`src/rtl/sdiv_seq.sv`:
```
// -----------------------------------------------------------------------------
// sdiv_seq -- sequencer for an external 32/16 signed divider.
//
// Accepts a 32-bit dividend and 16-bit divisor over a valid/ready handshake,
// presents them to the divider over a 16-bit bus as three beats (dividend
// high, dividend low with St=1, then divisor with St=0), waits for the rising
// edge of the divider's Rdy level, and holds the captured result until the
// consumer takes it. A watchdog aborts the wait after TIMEOUT cycles.
//
// Parameters:
//   TIMEOUT      maximum WAIT cycles before abort (1..255)
// Optional build macro:
//   SDIV_SEQ_DIVZERO_EN  zero divisor is answered locally (OutV=1) without
//                        starting the divider
// Ports:
//   CLK, Rst_n                    clock, async active-low reset
//   InValid/InReady               operand handshake
//   InDividend[31:0], InDivisor   signed operands
//   St, Dbus[15:0]                start strobe and operand bus to the divider
//   Quotient, Remainder, V, Rdy   divider results, overflow, done level
//   OutValid/OutReady             result handshake
//   OutQuotient, OutRemainder,
//   OutV, OutTimeout              captured result, overflow, watchdog abort
//   Busy                          sequencer is not idle
// -----------------------------------------------------------------------------
module sdiv_seq #(
    parameter int TIMEOUT = 255
) (
    input  logic        CLK,
    input  logic        Rst_n,
    input  logic        InValid,
    output logic        InReady,
    input  logic [31:0] InDividend,
    input  logic [15:0] InDivisor,
    output logic        St,
    output logic [15:0] Dbus,
    input  logic [15:0] Quotient,
    input  logic [15:0] Remainder,
    input  logic        V,
    input  logic        Rdy,
    output logic        OutValid,
    input  logic        OutReady,
    output logic [15:0] OutQuotient,
    output logic [15:0] OutRemainder,
    output logic        OutV,
    output logic        OutTimeout,
    output logic        Busy
);

    localparam logic [2:0] S_IDLE  = 3'd0;
    localparam logic [2:0] S_LDHI  = 3'd1;
    localparam logic [2:0] S_LDLO  = 3'd2;
    localparam logic [2:0] S_LDDIV = 3'd3;
    localparam logic [2:0] S_WAIT  = 3'd4;
    localparam logic [2:0] S_HOLD  = 3'd5;

    // Counter runs 0..TIMEOUT-1, so WAIT lasts exactly TIMEOUT cycles.
    localparam logic [7:0] TIMEOUT_LAST = 8'(TIMEOUT - 1);

`ifdef SDIV_SEQ_DIVZERO_EN
    localparam logic DIVZERO_EN = 1'b1;
`else
    localparam logic DIVZERO_EN = 1'b0;
`endif

    logic [2:0]  r_state;
    logic [31:0] r_dividend;
    logic [15:0] r_divisor;
    logic        r_divzero;
    logic        r_rdy_q;
    logic [7:0]  r_cnt;
    logic        r_st;
    logic [15:0] r_dbus;
    logic        r_in_ready;
    logic        r_busy;
    logic        r_out_valid;
    logic [15:0] r_out_q;
    logic [15:0] r_out_r;
    logic        r_out_v;
    logic        r_out_to;

    logic [2:0]  w_state_nxt;
    logic [31:0] w_dividend_nxt;
    logic [15:0] w_divisor_nxt;
    logic        w_divzero_nxt;
    logic [7:0]  w_cnt_nxt;
    logic [15:0] w_out_q_nxt;
    logic [15:0] w_out_r_nxt;
    logic        w_out_v_nxt;
    logic        w_out_to_nxt;
    logic        w_st_nxt;
    logic [15:0] w_dbus_nxt;
    logic        w_done;

    // Only a fresh Rdy rising edge seen while waiting counts as completion.
    assign w_done = (r_state == S_WAIT) && Rdy && !r_rdy_q;

    // Next-state, operand latch, watchdog counter and result capture.
    always_comb begin
        w_state_nxt    = r_state;
        w_dividend_nxt = r_dividend;
        w_divisor_nxt  = r_divisor;
        w_divzero_nxt  = r_divzero;
        w_cnt_nxt      = 8'd0;
        w_out_q_nxt    = r_out_q;
        w_out_r_nxt    = r_out_r;
        w_out_v_nxt    = r_out_v;
        w_out_to_nxt   = r_out_to;
        case (r_state)
            S_IDLE: begin
                if (InValid) begin
                    w_state_nxt    = S_LDHI;
                    w_dividend_nxt = InDividend;
                    w_divisor_nxt  = InDivisor;
                    w_divzero_nxt  = DIVZERO_EN & (InDivisor == 16'd0);
                end else begin
                    w_state_nxt = S_IDLE;
                end
            end
            S_LDHI: begin
                // A locally answered zero divisor never starts the divider.
                if (r_divzero) begin
                    w_state_nxt  = S_HOLD;
                    w_out_q_nxt  = 16'd0;
                    w_out_r_nxt  = 16'd0;
                    w_out_v_nxt  = 1'b1;
                    w_out_to_nxt = 1'b0;
                end else begin
                    w_state_nxt = S_LDLO;
                end
            end
            S_LDLO:  w_state_nxt = S_LDDIV;
            S_LDDIV: w_state_nxt = S_WAIT;
            S_WAIT: begin
                // Completion takes priority over the watchdog on the same edge.
                if (w_done) begin
                    w_state_nxt  = S_HOLD;
                    w_out_q_nxt  = Quotient;
                    w_out_r_nxt  = Remainder;
                    w_out_v_nxt  = V;
                    w_out_to_nxt = 1'b0;
                end else if (r_cnt == TIMEOUT_LAST) begin
                    w_state_nxt  = S_HOLD;
                    w_out_q_nxt  = 16'd0;
                    w_out_r_nxt  = 16'd0;
                    w_out_v_nxt  = 1'b1;
                    w_out_to_nxt = 1'b1;
                end else begin
                    w_cnt_nxt = r_cnt + 8'd1;
                end
            end
            S_HOLD: begin
                if (OutReady) begin
                    w_state_nxt = S_IDLE;
                end else begin
                    w_state_nxt = S_HOLD;
                end
            end
            default: w_state_nxt = S_IDLE;
        endcase
    end

    // Divider bus contents for the upcoming state, so St/Dbus leave a flop.
    always_comb begin
        w_st_nxt   = 1'b0;
        w_dbus_nxt = 16'd0;
        case (w_state_nxt)
            S_LDHI: begin
                w_st_nxt   = !w_divzero_nxt;
                w_dbus_nxt = w_dividend_nxt[31:16];
            end
            S_LDLO: begin
                w_st_nxt   = 1'b1;
                w_dbus_nxt = w_dividend_nxt[15:0];
            end
            S_LDDIV, S_WAIT, S_HOLD: begin
                w_st_nxt   = 1'b0;
                w_dbus_nxt = w_divisor_nxt;
            end
            default: begin
                w_st_nxt   = 1'b0;
                w_dbus_nxt = 16'd0;
            end
        endcase
    end

    // State and output registers.
    always_ff @(posedge CLK or negedge Rst_n) begin
        if (!Rst_n) begin
            r_state     <= S_IDLE;
            r_dividend  <= 32'd0;
            r_divisor   <= 16'd0;
            r_divzero   <= 1'b0;
            r_rdy_q     <= 1'b0;
            r_cnt       <= 8'd0;
            r_st        <= 1'b0;
            r_dbus      <= 16'd0;
            r_in_ready  <= 1'b1;
            r_busy      <= 1'b0;
            r_out_valid <= 1'b0;
            r_out_q     <= 16'd0;
            r_out_r     <= 16'd0;
            r_out_v     <= 1'b0;
            r_out_to    <= 1'b0;
        end else begin
            r_state     <= w_state_nxt;
            r_dividend  <= w_dividend_nxt;
            r_divisor   <= w_divisor_nxt;
            r_divzero   <= w_divzero_nxt;
            r_rdy_q     <= Rdy;
            r_cnt       <= w_cnt_nxt;
            r_st        <= w_st_nxt;
            r_dbus      <= w_dbus_nxt;
            r_in_ready  <= (w_state_nxt == S_IDLE);
            r_busy      <= (w_state_nxt != S_IDLE);
            r_out_valid <= (w_state_nxt == S_HOLD);
            r_out_q     <= w_out_q_nxt;
            r_out_r     <= w_out_r_nxt;
            r_out_v     <= w_out_v_nxt;
            r_out_to    <= w_out_to_nxt;
        end
    end

    assign InReady      = r_in_ready;
    assign St           = r_st;
    assign Dbus         = r_dbus;
    assign OutValid     = r_out_valid;
    assign OutQuotient  = r_out_q;
    assign OutRemainder = r_out_r;
    assign OutV         = r_out_v;
    assign OutTimeout   = r_out_to;
    assign Busy         = r_busy;

endmodule

```
`config.mk`:
```
export PLATFORM = sky130hd
export DESIGN_NAME = sdiv_seq
export DESIGN_NICKNAME = d
export VERILOG_FILES = /design/src/rtl/sdiv_seq.sv
export SDC_FILE = /design/constraint.sdc
export NUM_CORES = 1
export LEC_CHECK = 0
export ABC_AREA = 1
export CELL_PAD_IN_SITES_DETAIL_PLACEMENT = 1
export CELL_PAD_IN_SITES_GLOBAL_PLACEMENT = 1
export CORE_MARGIN = 3
export CORE_UTILIZATION = 36
export DETAILED_ROUTE_END_ITERATION = 7
export PLACE_DENSITY_LB_ADDON = 0.25
export RECOVER_POWER = 25
export SLEW_MARGIN = 10
export SYNTH_ARGS = -nofsm -noshare
export SYNTH_HDL_FRONTEND = slang
export SYNTH_SLANG_ARGS = --single-unit
```
`constraint.sdc`:
```
create_clock -name CLK -period 2.4 [get_ports CLK]
set_clock_uncertainty 0.2 [all_clocks]
set_input_delay 0.24 -clock CLK [delete_from_list [all_inputs] [get_ports CLK]]
set_output_delay 0.24 -clock CLK [all_outputs]
set_load 0.02 [all_outputs]
```
==> qor.txt <==
Outcome: finished clean
Startpoint Class: flip-flop
CP Data Arrival Time: 1.45 ns
Critical path cell sequence: clkdlybuf4s50_1
Worst hold path type: in -> reg
CP max-delay cell: clkdlybuf4s50_1
R2R cell count: 9
Final setup viols: 0
DR WL/cell: 15.1 um
Share of layout cells above drive strength 1: 6.53%
Vias in the first global route: 3800
Worst path max stage delay: 0.60 ns
Post-CTS Hold Buffers: 1
IO Count: 140
Remaining DRCs: 0
Port bufs: 139
H-tree depth: 3
Via count of the routed design: 3547
Row count: 38
Clk buf depth: 2
Mapped Avg Cell Area: 8.96 um2
Sequential area share after synthesis: 58.8%
Sink Count: 99
Delay-heaviest family, CP: buffers and inverters
Worst reg2reg setup slack: 0.58 ns
Fmax: 0.528 GHz
Pin count of the biggest net entering global routing: 37
FF-to-FF Start: r_cnt[0]
Initial DRT Pass Iterations: 4
Synth cell count leaders: 217 x nand2_1, 98 x dfrtp_1, 33 x inv_1
Gpl congestion: 0.777
Library cells used by synthesis: 29
Hold path depth: 3
Vias/cell: 4.71
EDFF count, synth: 0
Synth area leader: dfrtp_1
Post-DP HPWL: 8.33 mm
Hold EP: OutQuotient[4]
Fin. Hold Viols: 0
Actual slew at the worst max-slew pin: 0.935 ns
Synth area leaders: dfrtp_1 58%, nand2_1 19%, inv_1 2.9%, o211ai_1 2.9%, o21a_1 2.9%
Count leader, synth: nand2_1
CP Buf/Inv Count: 1
Ant diodes: 0
Leakage: 2.93 nW
Hold path start: Quotient[4]
Prevailing post-synth register cell: dfrtp_1
Final worst path period share: 78.9%
Total core area: 11100 um2
DP Area: 5710 um2
Final nets: 697
ANT nets after route: 0
Post-synth top area share: 58.2%
GRT Total Usage: 17.9%
Final instance area: 6020 um2
Tmin final: 1.89 ns
Clk root buf: clkbuf_16
Area grow syn2layout: 42.8%
Area of the multi-input gates: 1450 um2
First-pass GRT wire length: 18.5 mm
CP required: 1.96 ns
Post-CTS Setup Bufs: 0
Reg-to-Reg End: OutRemainder[3]
Final Non-Filler Cells: 753
Power per cell area: 1240 nW/um2
DR iter-0 viols: 229
Fillers: 1295
RSZ-0062 raised after global routing: false
DP Cell Count: 737
Clk slew on worst S/H paths: 0.06 ns
Final setup TNS: 0 ns
Syn Inst Count: 470
Floorplan die height: 114 um
Critical path type: reg -> out
Crit end category: output port
Max_slew headroom: 37.6%
Cts bufs inserted: 9
Post-CTS Resized: 0
Maxcap violations: 0
VDD IR max: 0.592 mV
Critical Path Fanout Max: 1
Initial Utilization: 37.9%
Die area: 13000 um2
Setup ws final: 0.506 ns
Synthesized area: 4210 um2
Syn Nets: 558
Ys async rst share: 100%
CTS tree: yes
Die X: 114 um
Total length of routed wires: 11.4 mm
Initial antenna violation count: 0
Worst-Skew Late Latency: 0.34 ns
Hold_ws: 0.244 ns
Setup Slack @ Placement: 0.401 ns
Slew Limit Fails: 0
Ys Warns: 0
#FFs+latches synth: 99
Seq. cell area: 2480 um2
Grt total ovfl: 0
cell type report:
| type | count | share of cell area, % |
|---|---|---|
| clock buffers | 13 | 4.33 |
| repair buffers | 148 | 24.6 |
| clock inverters | 2 | 0.582 |
| flip-flops and latches | 99 | 41.2 |
| well taps | 140 | 2.91 |
| multi-input cells | 314 | 24.1 |
| inverters | 37 | 2.31 |
power breakdown:
part | switching (mW) | internal, mW
Sequential | 0.296 | 2.37
Clock | 0.582 | 0.858
Combinational | 1.96 | 1.40
Total | 2.84 | 4.63
worst max-delay path by stage:
stage                  start         endpoint  slack [ns]  cells after the start
finish               InReady          InReady        0.51                      1
global route        r_cnt[0]  OutRemainder[3]        0.39                      9
CTS                  InReady          InReady        0.48                      1
detailed placement       Rdy  OutRemainder[3]        0.40                      8
global placement         Rdy  OutQuotient[13]        0.48                      8
floorplan           r_cnt[0]  OutQuotient[10]        0.87                     10
cell usage in the layout (no fill, tap or decap), types with 2 or more instances in the layout:
| cell | instances |
|---|---|
| nand2_4 | 2 |
| dfrtp_1 | 98 |
| dlygate4sd3_1 | 2 |
| nor2_1 | 21 |
| o211ai_1 | 16 |
| clkbuf_1 | 2 |
| a21oi_1 | 2 |
| buf_12 | 2 |
| ha_1 | 2 |
| inv_1 | 33 |
| clkbuf_16 | 9 |
| clkdlybuf4s50_1 | 137 |
| buf_4 | 6 |
| nand2_2 | 2 |
| o21a_1 | 16 |
| clkbuf_8 | 2 |
| nor2_4 | 2 |
| inv_2 | 4 |
| nor2_2 | 2 |
| nand2_1 | 216 |
| nand3_1 | 23 |
metrics by stage:
step / total power, mW / utilization (%)
after floorplan: 4.72 / -
after global placement: 5.95 / 51.4
after detailed placement: 6.09 / 51.4
after CTS: 7.58 / 54.1
after global routing: 8.01 / 54.1
final: 7.46 / 54.1
per-layer routing:
metal | vias up | global-route usage, % | wire, um
met5 | - | 0 | 0
met4 | 0 | 6.57 | 159
met3 | 9 | 3.91 | 738
met2 | 110 | 29.7 | 5370
met1 | 1695 | 23.2 | 5130
li1 | 1733 | - | -
sequential cells by signal, indices dropped and copies added (netlist names):
name          flops
Busy              1
Dbus             16
InReady           1
OutQuotient      16
OutRemainder     16
OutTimeout        1
OutV              1
OutValid          1
St                1
r_cnt             8
r_dividend       16
r_divisor        16
r_divzero         1
r_rdy_q           1
r_state           3
worst min-delay path, delay by kind of cell:
kind / cells / cell delay (ns)
buffers and inverters: 1 / 0.40
AND/OR/NAND/NOR: 2 / 0.11
cell families (layout without fill, tap and decap cells):
kind of cell,count (synthesis),after routing,synth area share (%)
AND/OR/NAND/NOR,273,273,26.6
flip-flops,99,99,58.8
adder cells (fa/ha/maj),2,2,0.594
XOR/XNOR,2,2,0.416
AO/OA/AOI/OAI,37,37,6.65
buffers and inverters,57,200,6.86
Note: power is estimated with default switching activity, not from simulation.
